--- config.mk ---
export PLATFORM = sky130hd
export DESIGN_NAME = mmio_timer_flat
export DESIGN_NICKNAME = d
export VERILOG_FILES = /design/src/rtl/mmio_timer_if.sv /design/src/rtl/mmio_timer.sv /design/src/flat_wrapper.sv
export SDC_FILE = /design/constraint.sdc
export NUM_CORES = 1
export LEC_CHECK = 0
export CORE_MARGIN = 2
export CORE_UTILIZATION = 40
export CTS_BUF_LIST = sky130_fd_sc_hd__clkbuf_8
export DETAILED_ROUTE_END_ITERATION = 7
export GPL_TIMING_DRIVEN = 0
export SYNTH_ARGS = -nofsm -noshare
export SYNTH_HDL_FRONTEND = slang
export SYNTH_SLANG_ARGS = --single-unit
--- constraint.sdc ---
create_clock -name clk -period 3.3 [get_ports clk]
set_clock_uncertainty 0.1 [all_clocks]
set_input_delay 0.825 -clock clk [delete_from_list [all_inputs] [get_ports clk]]
set_output_delay 0.825 -clock clk [all_outputs]
set_load 0.005 [all_outputs]
--- src/rtl/mmio_timer_if.sv ---
// Data-memory bus seen by the timer: core store strobe, address and data,
// with the combinational read data and address-hit returned to the core.
interface mmio_timer_if;
  logic        memwrite;
  logic [31:0] dataadr;
  logic [31:0] writedata;
  logic [31:0] readdata;
  logic        hit;

  modport master (output memwrite, dataadr, writedata, input readdata, hit);
  modport slave  (input memwrite, dataadr, writedata, output readdata, hit);
endinterface

--- src/rtl/mmio_timer.sv ---
// Memory-mapped prescaled 32-bit timer with compare, sticky match/overrun
// status and a level interrupt; zero-wait-state reads and writes.
module mmio_timer #(
  parameter logic [31:0] BASE_ADDR     = 32'hFFFF_FF00,
  parameter logic [31:0] RESET_COMPARE = 32'hFFFF_FFFF
) (
  input  logic        clk,
  input  logic        reset,
  mmio_timer_if.slave bus,
  output logic        irq
);
  localparam logic [1:0] REG_CTRL    = 2'd0;
  localparam logic [1:0] REG_COUNT   = 2'd1;
  localparam logic [1:0] REG_COMPARE = 2'd2;
  localparam logic [1:0] REG_STATUS  = 2'd3;

  logic        r_en, r_autoreload, r_irqen;
  logic [7:0]  r_prescale, r_pre_cnt;
  logic [31:0] r_count, r_compare;
  logic        r_match, r_overrun;

  logic        w_hit, w_wr;
  logic        w_wr_ctrl, w_wr_count, w_wr_compare, w_wr_status;
  logic        w_tick, w_match_ev;
  logic [31:0] w_rdata;
  logic        w_unused_addr;

  assign w_hit         = (bus.dataadr[31:4] == BASE_ADDR[31:4]);
  assign w_wr          = bus.memwrite & w_hit;
  assign w_wr_ctrl     = w_wr & (bus.dataadr[3:2] == REG_CTRL);
  assign w_wr_count    = w_wr & (bus.dataadr[3:2] == REG_COUNT);
  assign w_wr_compare  = w_wr & (bus.dataadr[3:2] == REG_COMPARE);
  assign w_wr_status   = w_wr & (bus.dataadr[3:2] == REG_STATUS);
  assign w_unused_addr = ^bus.dataadr[1:0];

  assign w_tick     = r_en & (r_pre_cnt == r_prescale);
  // A CPU write to COUNT replaces the tick, so no compare happens that cycle
  assign w_match_ev = w_tick & ~w_wr_count & (r_count == r_compare);

  always_ff @(posedge clk or posedge reset) begin
    if (reset) begin
      r_en         <= 1'b0;
      r_autoreload <= 1'b0;
      r_irqen      <= 1'b0;
      r_prescale   <= '0;
    end else if (w_wr_ctrl) begin
      r_en         <= bus.writedata[0];
      r_autoreload <= bus.writedata[1];
      r_irqen      <= bus.writedata[2];
      r_prescale   <= bus.writedata[15:8];
    end
  end

  always_ff @(posedge clk or posedge reset) begin
    if (reset)                  r_pre_cnt <= '0;
    else if (w_wr_ctrl || w_tick) r_pre_cnt <= '0;
    else if (r_en)              r_pre_cnt <= r_pre_cnt + 8'd1;
  end

  always_ff @(posedge clk or posedge reset) begin
    if (reset)                            r_count <= '0;
    else if (w_wr_count)                  r_count <= bus.writedata;
    else if (w_match_ev && r_autoreload)  r_count <= '0;
    else if (w_tick)                      r_count <= r_count + 32'd1;
  end

  always_ff @(posedge clk or posedge reset) begin
    if (reset)             r_compare <= RESET_COMPARE;
    else if (w_wr_compare) r_compare <= bus.writedata;
  end

  // Hardware set beats a same-cycle write-1-to-clear
  always_ff @(posedge clk or posedge reset) begin
    if (reset) begin
      r_match   <= 1'b0;
      r_overrun <= 1'b0;
    end else begin
      if (w_match_ev)                            r_match <= 1'b1;
      else if (w_wr_status && bus.writedata[0])  r_match <= 1'b0;
      if (w_match_ev && r_match)                 r_overrun <= 1'b1;
      else if (w_wr_status && bus.writedata[1])  r_overrun <= 1'b0;
    end
  end

  always_comb begin
    w_rdata = '0;
    if (w_hit) begin
      case (bus.dataadr[3:2])
        REG_CTRL:    w_rdata = {16'd0, r_prescale, 5'd0, r_irqen, r_autoreload, r_en};
        REG_COUNT:   w_rdata = r_count;
        REG_COMPARE: w_rdata = r_compare;
        REG_STATUS:  w_rdata = {30'd0, r_overrun, r_match};
        default:     w_rdata = '0;
      endcase
    end
  end

  assign bus.readdata = w_rdata;
  assign bus.hit      = w_hit;
  assign irq          = r_match & r_irqen;
endmodule

--- src/flat_wrapper.sv ---
// flat-port wrapper written by rule: the top's interface ports become plain ports
module mmio_timer_flat 
#(
  parameter logic [31:0] BASE_ADDR     = 32'hFFFF_FF00,
  parameter logic [31:0] RESET_COMPARE = 32'hFFFF_FFFF
)
  (clk, reset, irq, bus_memwrite, bus_dataadr, bus_writedata, bus_readdata, bus_hit);
  mmio_timer_if bus_i ();
  input  logic clk;
  input  logic reset;
  output logic irq;
  input wire logic [$bits(bus_i.memwrite)-1:0] bus_memwrite;
  input wire logic [$bits(bus_i.dataadr)-1:0] bus_dataadr;
  input wire logic [$bits(bus_i.writedata)-1:0] bus_writedata;
  output wire logic [$bits(bus_i.readdata)-1:0] bus_readdata;
  output wire logic [$bits(bus_i.hit)-1:0] bus_hit;
  assign bus_i.memwrite = bus_memwrite;
  assign bus_i.dataadr = bus_dataadr;
  assign bus_i.writedata = bus_writedata;
  assign bus_readdata = bus_i.readdata;
  assign bus_hit = bus_i.hit;
  mmio_timer #(.BASE_ADDR(BASE_ADDR), .RESET_COMPARE(RESET_COMPARE)) u_core (.clk(clk), .reset(reset), .bus(bus_i), .irq(irq));
endmodule
==> results of run 1 <==
[per-layer routing]
layer / part of all wire, % / up-vias / GRT usage [%] / wire, um
met2: 45 / 217 / 39.1 / 8160
met5: 0 / - / 0 / 0
met1: 44 / 2579 / 34.6 / 8010
met3: 7.8 / 37 / 3.84 / 1410
li1: - / 2442 / - / -
met4: 2.9 / 0 / 9.12 / 516
[sequential cells by signal, summed over array words and instances, names as in the netlist]
| signal | cells |
|---|---|
| u_core.r_compare | 32 |
| u_core.r_count | 32 |
| u_core.r_pre_cnt | 8 |
| u_core.r_prescale | 8 |
| u_core.r_autoreload | 1 |
| u_core.r_en | 1 |
| u_core.r_irqen | 1 |
| u_core.r_match | 1 |
| u_core.r_overrun | 1 |
[critical path: stages]
cell,delay [ns]
sky130_fd_sc_hd__clkdlybuf4s50_1,0.46
sky130_fd_sc_hd__nand4_1,0.12
sky130_fd_sc_hd__nor3_2,0.13
sky130_fd_sc_hd__nand4_1,0.13
sky130_fd_sc_hd__buf_6,0.16
sky130_fd_sc_hd__buf_6,0.13
sky130_fd_sc_hd__clkbuf_16,0.16
sky130_fd_sc_hd__nor2_2,0.10
sky130_fd_sc_hd__buf_2,0.11
[layout by cell type (no fill, tap or decap), types with 9 or more instances in the layout]
cell type	instances
sky130_fd_sc_hd__nand4_1	29
sky130_fd_sc_hd__mux2_2	41
sky130_fd_sc_hd__nand3_1	21
sky130_fd_sc_hd__nand2_1	46
sky130_fd_sc_hd__dfstp_2	32
sky130_fd_sc_hd__a31oi_1	21
sky130_fd_sc_hd__clkbuf_2	9
sky130_fd_sc_hd__buf_6	9
sky130_fd_sc_hd__a21oi_1	37
sky130_fd_sc_hd__nor2_2	14
sky130_fd_sc_hd__nor3_1	12
sky130_fd_sc_hd__a22oi_1	23
sky130_fd_sc_hd__o21ai_0	15
sky130_fd_sc_hd__mux2i_1	10
sky130_fd_sc_hd__xnor2_1	40
sky130_fd_sc_hd__and2_1	11
sky130_fd_sc_hd__clkdlybuf4s50_1	54
sky130_fd_sc_hd__dfrtp_1	53
sky130_fd_sc_hd__buf_2	19
sky130_fd_sc_hd__clkbuf_8	12
sky130_fd_sc_hd__clkbuf_1	26
sky130_fd_sc_hd__or3_1	9
sky130_fd_sc_hd__nor2_1	64
[cells in the mapped netlist (7+ instances only)]
library cell               count
sky130_fd_sc_hd__nor2_1       86
sky130_fd_sc_hd__and3_1        8
sky130_fd_sc_hd__and2_1       11
sky130_fd_sc_hd__mux2i_1      10
sky130_fd_sc_hd__nand2_1      46
sky130_fd_sc_hd__clkbuf_1     34
sky130_fd_sc_hd__buf_2         9
sky130_fd_sc_hd__a22oi_1      23
sky130_fd_sc_hd__dfstp_2      32
sky130_fd_sc_hd__a31oi_1      21
sky130_fd_sc_hd__o21ai_0      15
sky130_fd_sc_hd__mux2_2       41
sky130_fd_sc_hd__dfrtp_1      53
sky130_fd_sc_hd__nand3_1      21
sky130_fd_sc_hd__nor4_1        7
sky130_fd_sc_hd__a21oi_1      37
sky130_fd_sc_hd__nand4_1      29
sky130_fd_sc_hd__nor3_1       16
sky130_fd_sc_hd__xnor2_1      40
sky130_fd_sc_hd__or3_1         9
[what timing repair did]
| action | CTS | global route |
|---|---|---|
| cloned | 1 | 0 |
| pin swaps | 2 | 10 |
| buffers inserted | 3 | 0 |
| endpoints found under the setup margin | 33 | 31 |
| hold buffers | 0 | 0 |
| resized for setup | 115 | 45 |
[metrics by stage]
step | TNS (ns) | hold slack [ns]
2_1_floorplan | 0 | 0.361
6_report | 0 | 0.420
5_1_grt | -0.163 | 0.425
3_5_place_dp | -19.87 | 0.389
4_1_cts | -0.789 | 0.414
3_3_place_gp | -98.51 | 0.388
[path summary, 6_finish.rpt]
kind,start,end,slack (ns)
max,bus_dataadr[23],bus_readdata[14],0.04
min,u_core.r_overrun,u_core.r_overrun,0.42
max reg2reg,u_core.r_count[0],u_core.r_count[25],0.45
min reg2reg,u_core.r_overrun,u_core.r_overrun,0.42
max in group asynchronous,reset,u_core.r_compare[20],1.65
min in group asynchronous,reset,u_core.r_overrun,0.76
[cells by family (layout without fill, tap and decap cells)]
kind of cell    Yosys count  in the layout  synth area share [%]
xor+xnor                 46             46                  7.50
fa+ha+maj                 2              2                 0.449
mux                      55             55                  11.3
buf+inv                  62            178                  5.32
flops                    85             85                  38.9
compound gates          116            116                  13.3
simple gates            253            253                  23.2
[report_power, final]
group          total, uW  internal (uW)  switching, uW
clock                953            541            412
sequential          1040           1040       0.000294
combinational        166           84.9           81.1
total               2160           1670            493
[cell type report]
type	instances	area, um^2	share of cell area, %
Multi-Input combinational cell	472	3230	44.8
Sequential cell	85	2170	30.1
Timing Repair Buffer	101	990	13.7
Buffer	56	315	4.38
Tap cell	180	225	3.13
Clock buffer	11	151	2.10
Clock inverter	5	98.8	1.37
Inverter	5	23.8	0.330
==> results.md, run 1 <==
Clock network:
- The H-tree generated during clock tree synthesis spans 3 levels.
- TritonCTS built the clock tree.
- TritonCTS created 9 clock buffers.
- The maximum number of buffers from clock root to sink is 2.
- The clock reaches the later pin of the worst-skew pair after 0.38 ns.
- Clock-pin slew was measured on the worst setup and hold paths at 0.09 ns.
- The clock net sink count is 85.
- The cell at the root of the clock tree is sky130_fd_sc_hd__clkbuf_8.

Yosys:
- Yosys mapped a number of flops with a built-in enable equal to 0.
- The sequential fraction of the synthesis area is 38.9%.
- The largest total area in the synthesized netlist belongs to sky130_fd_sc_hd__dfrtp_1.
- The post-synthesis net count is 688.
- The synthesized instance count is 619.
- The flip-flop and latch count after synthesis is 85.
- After synthesis, the share of flip-flops with an asynchronous set or reset is 100%.
- The synthesized netlist occupies a cell area of 0.00558 mm^2.
- The top cell type by area accounts for 23.8% of the synthesized area.
- The Yosys step of the flow raised 0 warnings.
- The count of different cell masters after synthesis is 45.
- The synthesized area per cell is 9.01 um^2.
- Ranked by total cell area, the synthesized netlist is headed by sky130_fd_sc_hd__dfrtp_1, sky130_fd_sc_hd__dfstp_2, sky130_fd_sc_hd__mux2_2.
- For this run, the leading register cell type out of synthesis is sky130_fd_sc_hd__dfrtp_1.

Setup path:
- The worst setup path category is input port to output port.
- The critical path endpoint category is an output port.
- STA classifies the critical path startpoint as an input port.
- For the worst setup path, the data arrival time is 2.34 ns.
- The critical path required time is 2.37 ns.
- Of all nets on the critical path, the largest fanout is 5.
- Counting cells, the worst reg-to-reg path comes to 8.

Route:
- The average wire per cell in the routed design is 19.8 um.
- In the routed design, unresolved DRC markers number 0.
- The number of DRC violations after detailed-routing iteration 0 is 630.
- The sum of routed wire length over all layers is 18100 um.
- The number of nets with antenna violations after routing is 0.
- For this block, the via count after detailed routing is 5275.
- The first detailed-routing pass took 5 iterations.
- The number of vias per cell after detailed routing is 5.77.

Placement:
- The worst slack after detailed placement is -0.685 ns.
- In this run the cell area measured after placement is 0.00679 mm^2.
- The final weighted congestion of routability-driven global placement is 0.937.
- The number of placed cells counting well taps is 896.
- The wire-length estimate of the detail-placed layout is 13100 um.
- Buffers placed on the I/O ports in this run total 96.

Layout:
- The final design utilization is 52.3%.
- The share of layout cells above drive strength 1 is 24.4%.
- The area growth from synthesis to layout is 29.2%.
- The number of non-filler instances in the completed layout is 915.
- After routing the design area is 0.00720 mm^2.
- The number of nets in the final layout is 799.
- The antenna diode count is 0.
- The count of fill cells added during filler insertion is 1345.

Floorplanning:
- The width of the chip is 122 um.
- The starting density of the core is 40.5%.
- In this run the core area contains 43 standard-cell rows.
- The die covers 0.0149 mm^2.
- For this design the top-level I/O count stands at 101.
- The die is 122 um tall.
- The total core area is 0.0138 mm^2.

Global route:
- The total overflow left after global routing is 0.
- The pin count of the biggest net entering global routing is 44.
- The global-route wire length before repair is 28100 um.
- The number of global-route vias before repair came to 5098.
- The initial antenna violation count is 0.
- The global-route total usage across every layer is 24.8%.

Run status:
- The run finished with clean final reports.

Timing:
- Setup slack on the critical path of the routed design comes to 0.0372 ns.
- The highest clock rate is 0.306 GHz.
- The hold violation count in the final report was 0.
- The time the worst path needs with I/O delays and setup is 3.26 ns.
- For the pin with the worst max-slew slack, the measured transition is 0.855 ns.
- The worst slew margin relative to its limit is 42.7%.
- The count of final max-slew check failures is 0.
- The final setup violation count is 0.
- The final worst-path cycle share is 98.9%.

Min path:
- The path class of the tightest hold or removal check is flip-flop to flip-flop.
- Along the worst hold path, the cell count comes to 1.

Power:
- The leakage power of the design is 0.00312 uW.
- The design draws 2160 uW.
- The worst-case IR drop observed on VDD is 0.132 mV.
- The power density normalized to cell area is 300 mW/mm^2.

Job:
- The number of max-cap violations is 0.
No activity file was read; power rests on OpenSTA's default activity.
==> run 2: changes to the inputs <==
--- a/config.mk
+++ b/config.mk
@@ -9,7 +9,6 @@
 export CORE_UTILIZATION = 40
 export CTS_BUF_LIST = sky130_fd_sc_hd__clkbuf_8
 export DETAILED_ROUTE_END_ITERATION = 7
-export GPL_TIMING_DRIVEN = 0
 export SYNTH_ARGS = -nofsm -noshare
 export SYNTH_HDL_FRONTEND = slang
 export SYNTH_SLANG_ARGS = --single-unit
==> run 2 against run 1 <==
  * Global-route usage down 2.6 points
  * Clock power down 22%
  * Power down 8.7%
==> results.md, run 2 (synthesized netlist as in run 1, its figures left out) <==
Run status:
- Result of the run: completed (unchanged).

Timing:
- The worst slew margin relative to its limit is 40.1% (was 42.7%).
- The worst-case hold slack is 0.443 ns (was 0.420 ns).
- The worst-margin pin slew is 0.894 ns (was 0.855 ns).
- The final setup violation count was 0 (unchanged).
- The sum of negative setup slack is 0 ns (unchanged).
- The hold violation count in the final report is 0 (unchanged).
- The highest clock rate came to 0.308 GHz (was 0.306 GHz).
- The time the worst path needs with I/O delays and setup is 3.24 ns (was 3.26 ns).
- The count of final max-slew check failures is 0 (unchanged).
- Setup repair after global routing left no endpoint under its margin.
- The final worst-path cycle share was 98.3% (was 98.9%).
- The final setup slack of the worst path is 0.0557 ns (was 0.0372 ns).

Global route:
- The global-route wire length before repair is 25900 um (was 28100 um).
- The pin count of the biggest net entering global routing is 37 (was 44).
- The global-route total usage across every layer is 22.2% (was 24.8%).
- The number of global-route vias before repair came to 4949 (was 5098).
- The total overflow reported by the global router was 0 (unchanged).
- The initial antenna violation count was 0 (unchanged).

Power:
- The net switching power is 478 uW (was 493 uW).
- The proportion of power drawn by the clock network is 37.8% (was 44.1%).
- The relative contribution of sequential cells to total power was 52.9% (was 48.2%).
- The internal power came to 1500 uW (was 1670 uW).
- The combinational power share is 9.3% (was 7.7%).
- The power density normalized to cell area is 275 mW/mm^2 (was 300 mW/mm^2).
- The switching part of the total power is 24.2% (was 22.8%).
- The leakage power of the design is 0.00318 uW (was 0.00312 uW).
- The maximum VDD drop is 0.138 mV (was 0.132 mV).

Layout:
- The share of layout cells above drive strength 1 is 28.1% (was 24.4%).
- Largest registers: u_core.r_compare (32), u_core.r_count (32) (unchanged).
- The synthesis-to-layout area growth came to 28.6% (was 29.2%).
- The most frequent standard cell in the layout excluding fill and tap cells is sky130_fd_sc_hd__nor2_1 (unchanged).
- The antenna diode count is 0 (unchanged).
- The number of nets in the final layout came to 777 (was 799).
- The final design instance area without fill is 0.00717 mm^2 (was 0.00720 mm^2).
- Commonest cells after routing, fill and taps aside: sky130_fd_sc_hd__nor2_1, sky130_fd_sc_hd__clkdlybuf4s50_1, sky130_fd_sc_hd__dfrtp_1, sky130_fd_sc_hd__nand2_1, sky130_fd_sc_hd__mux2_2 (unchanged).

Placement:
- The number of I/O port buffers is 98 (was 96).
- The total half-perimeter wirelength after legalization and detailed placement came to 11600 um (was 13100 um).
- The worst slack after detailed placement was -0.356 ns (was -0.685 ns).
- The instance area after placement is 0.00676 mm^2 (was 0.00679 mm^2).
- The final weighted congestion of routability-driven global placement was 0.856 (was 0.937).

Setup path:
- The internal reg-to-reg setup slack was 0.53 ns (was 0.45 ns).
- The maximum net fanout on the critical path is 5 (unchanged).
- Crit path cell chain: clkdlybuf4s50_1, nand4_1, nor3_2, nand4_1, buf_6, buf_12, clkbuf_16, nor2_4, clkbuf_2 (was clkdlybuf4s50_1, nand4_1, nor3_2, nand4_1, buf_6, buf_6, clkbuf_16, nor2_2, buf_2).
- The worst reg2reg path depth is 7 (was 8).
- The critical path endpoint category is an output port (unchanged).
- The most frequent cell on the critical path is sky130_fd_sc_hd__nand4_1.
- The signal arrival time at the worst endpoint was 2.32 ns (was 2.34 ns).
- The critical path required time was 2.37 ns (about the same).
- The worst setup path category is input port to output port (unchanged).
- The origin of the critical flop-to-flop path is u_core.r_count[0] (unchanged).
- The biggest cell delay along the critical path is 0.46 ns (about the same).
- The category of the worst setup path launch point is an input port (unchanged).
- The end of the worst register-to-register path was u_core.r_count[8] (was u_core.r_count[25]).
- The standard cell with the maximum stage delay on the critical path was sky130_fd_sc_hd__clkdlybuf4s50_1 (unchanged).

Floorplanning:
- The starting density of the core is 40.5% (unchanged).
- The width of the chip is 122 um (unchanged).
- The total core area is 0.0138 mm^2 (unchanged).
- The top-level I/O count came to 101 (unchanged).
- The die span in y is 122 um (unchanged).
- The number of core rows was 43 (unchanged).
- The full die area is 0.0149 mm^2 (unchanged).

Min path:
- The start point of the worst min-delay path is u_core.r_match (was u_core.r_overrun).
- The end of the worst hold path is u_core.r_match (was u_core.r_overrun).
- The worst min-delay path category is flip-flop to flip-flop (unchanged).
- The hold path depth is 1 (unchanged).

Route:
- The number of nets with antenna violations after routing came to 0 (unchanged).
- The number of vias per cell after detailed routing came to 5.74 (was 5.77).
- The via count of the routed design is 5124 (was 5275).
- The average wire per cell in the routed design is 18.5 um (was 19.8 um).
- The sum of routed wire length over all layers came to 16500 um (was 18100 um).
- The total iterations of the first detailed-routing run is 5 (unchanged).
- The number of DRC violations after detailed routing came to 0 (unchanged).
- The number of DRC violations after detailed-routing iteration 0 is 388 (was 630).

Clock network:
- The clock tree from TritonCTS is done (unchanged).
- The H-tree depth was 3 (unchanged).
- The clock net sink count is 85 (unchanged).
- The clock latency reported for the late side of the worst-skew pair is 0.37 ns (was 0.38 ns).
- The number of clock buffers inserted by TritonCTS is 9 (unchanged).
- The maximum number of buffers from clock root to sink is 2 (unchanged).
- The CTS clock-pin slew for the worst setup and hold paths came to 0.09 ns (about the same).
- The cell at the root of the clock tree is sky130_fd_sc_hd__clkbuf_8 (unchanged).

Job:
- The number of max-cap violations is 0 (unchanged).
[run 2: cell count changes in the layout (fill, tap and decap cells not counted), sizes merged, moves of 3 or more]
cell and delta:
clkdlybuf4s15 -13, buf +26, clkbuf -31, bufinv -3
dlygate4sd2 -8, dlymetal6s2s +4
[run 2: area by class of cell]
cell class / instances / area (um^2)
Clock buffer: 13 / 179
Sequential cell: 85 / 2170
Clock inverter: 3 / 18.8
Multi-Input combinational cell: 472 / 3270
Tap cell: 180 / 225
Fill cell: 1290 / 6600
Inverter: 5 / 22.5
Timing Repair Buffer: 135 / 1290
[run 2: worst max path at each step]
stage / startpoint / end / slack, ns / cells after the start
after global placement: bus_dataadr[31] / bus_readdata[25] / -0.31 / 7
after global routing: bus_dataadr[22] / bus_readdata[9] / 0.003 / 9
after floorplan: reset / u_core.r_autoreload / 0.23 / 1
final: bus_dataadr[22] / bus_readdata[10] / 0.06 / 9
after detailed placement: bus_dataadr[31] / bus_readdata[6] / -0.36 / 7
after CTS: bus_dataadr[22] / bus_readdata[12] / -0.13 / 9
[run 2: stage by stage]
step,util [%],std cells,power [uW]
6_report,52.1,893,1970
5_1_grt,52.1,893,2040
4_1_cts,51.3,889,1980
3_5_place_dp,49.0,865,1240
3_3_place_gp,49.0,865,1230
2_1_floorplan,-,619,1110
[run 2: what timing repair did]
item	4_1_cts	5_1_grt
buffers inserted	7	2
cloned	1	2
pin swaps	2	13
hold buffers	0	0
gates resized for setup	113	81
endpoints found under the setup margin	33	32
[run 2: worst max-delay path: cells and delay by family]
family	cells	cell delay, ns
buffers and inverters	5	1.02
and+or+nand+nor	4	0.47
[run 2: power by group through the flow]
stage	logic (uW)	registers (uW)	clock network [uW]
2_1_floorplan	52.4	1060	0
3_3_place_gp	172	1060	0
3_5_place_dp	174	1060	0
4_1_cts	181	1040	757
5_1_grt	198	1040	801
6_report	183	1040	747
[run 2: layer usage]
layer	global-route usage, %	vias to the layer above	share of wire (%)
li1	-	2395	-
met1	30.4	2552	46
met2	36.7	156	47
met3	3.23	21	5.1
met4	6.11	0	1.5
met5	0	-	0
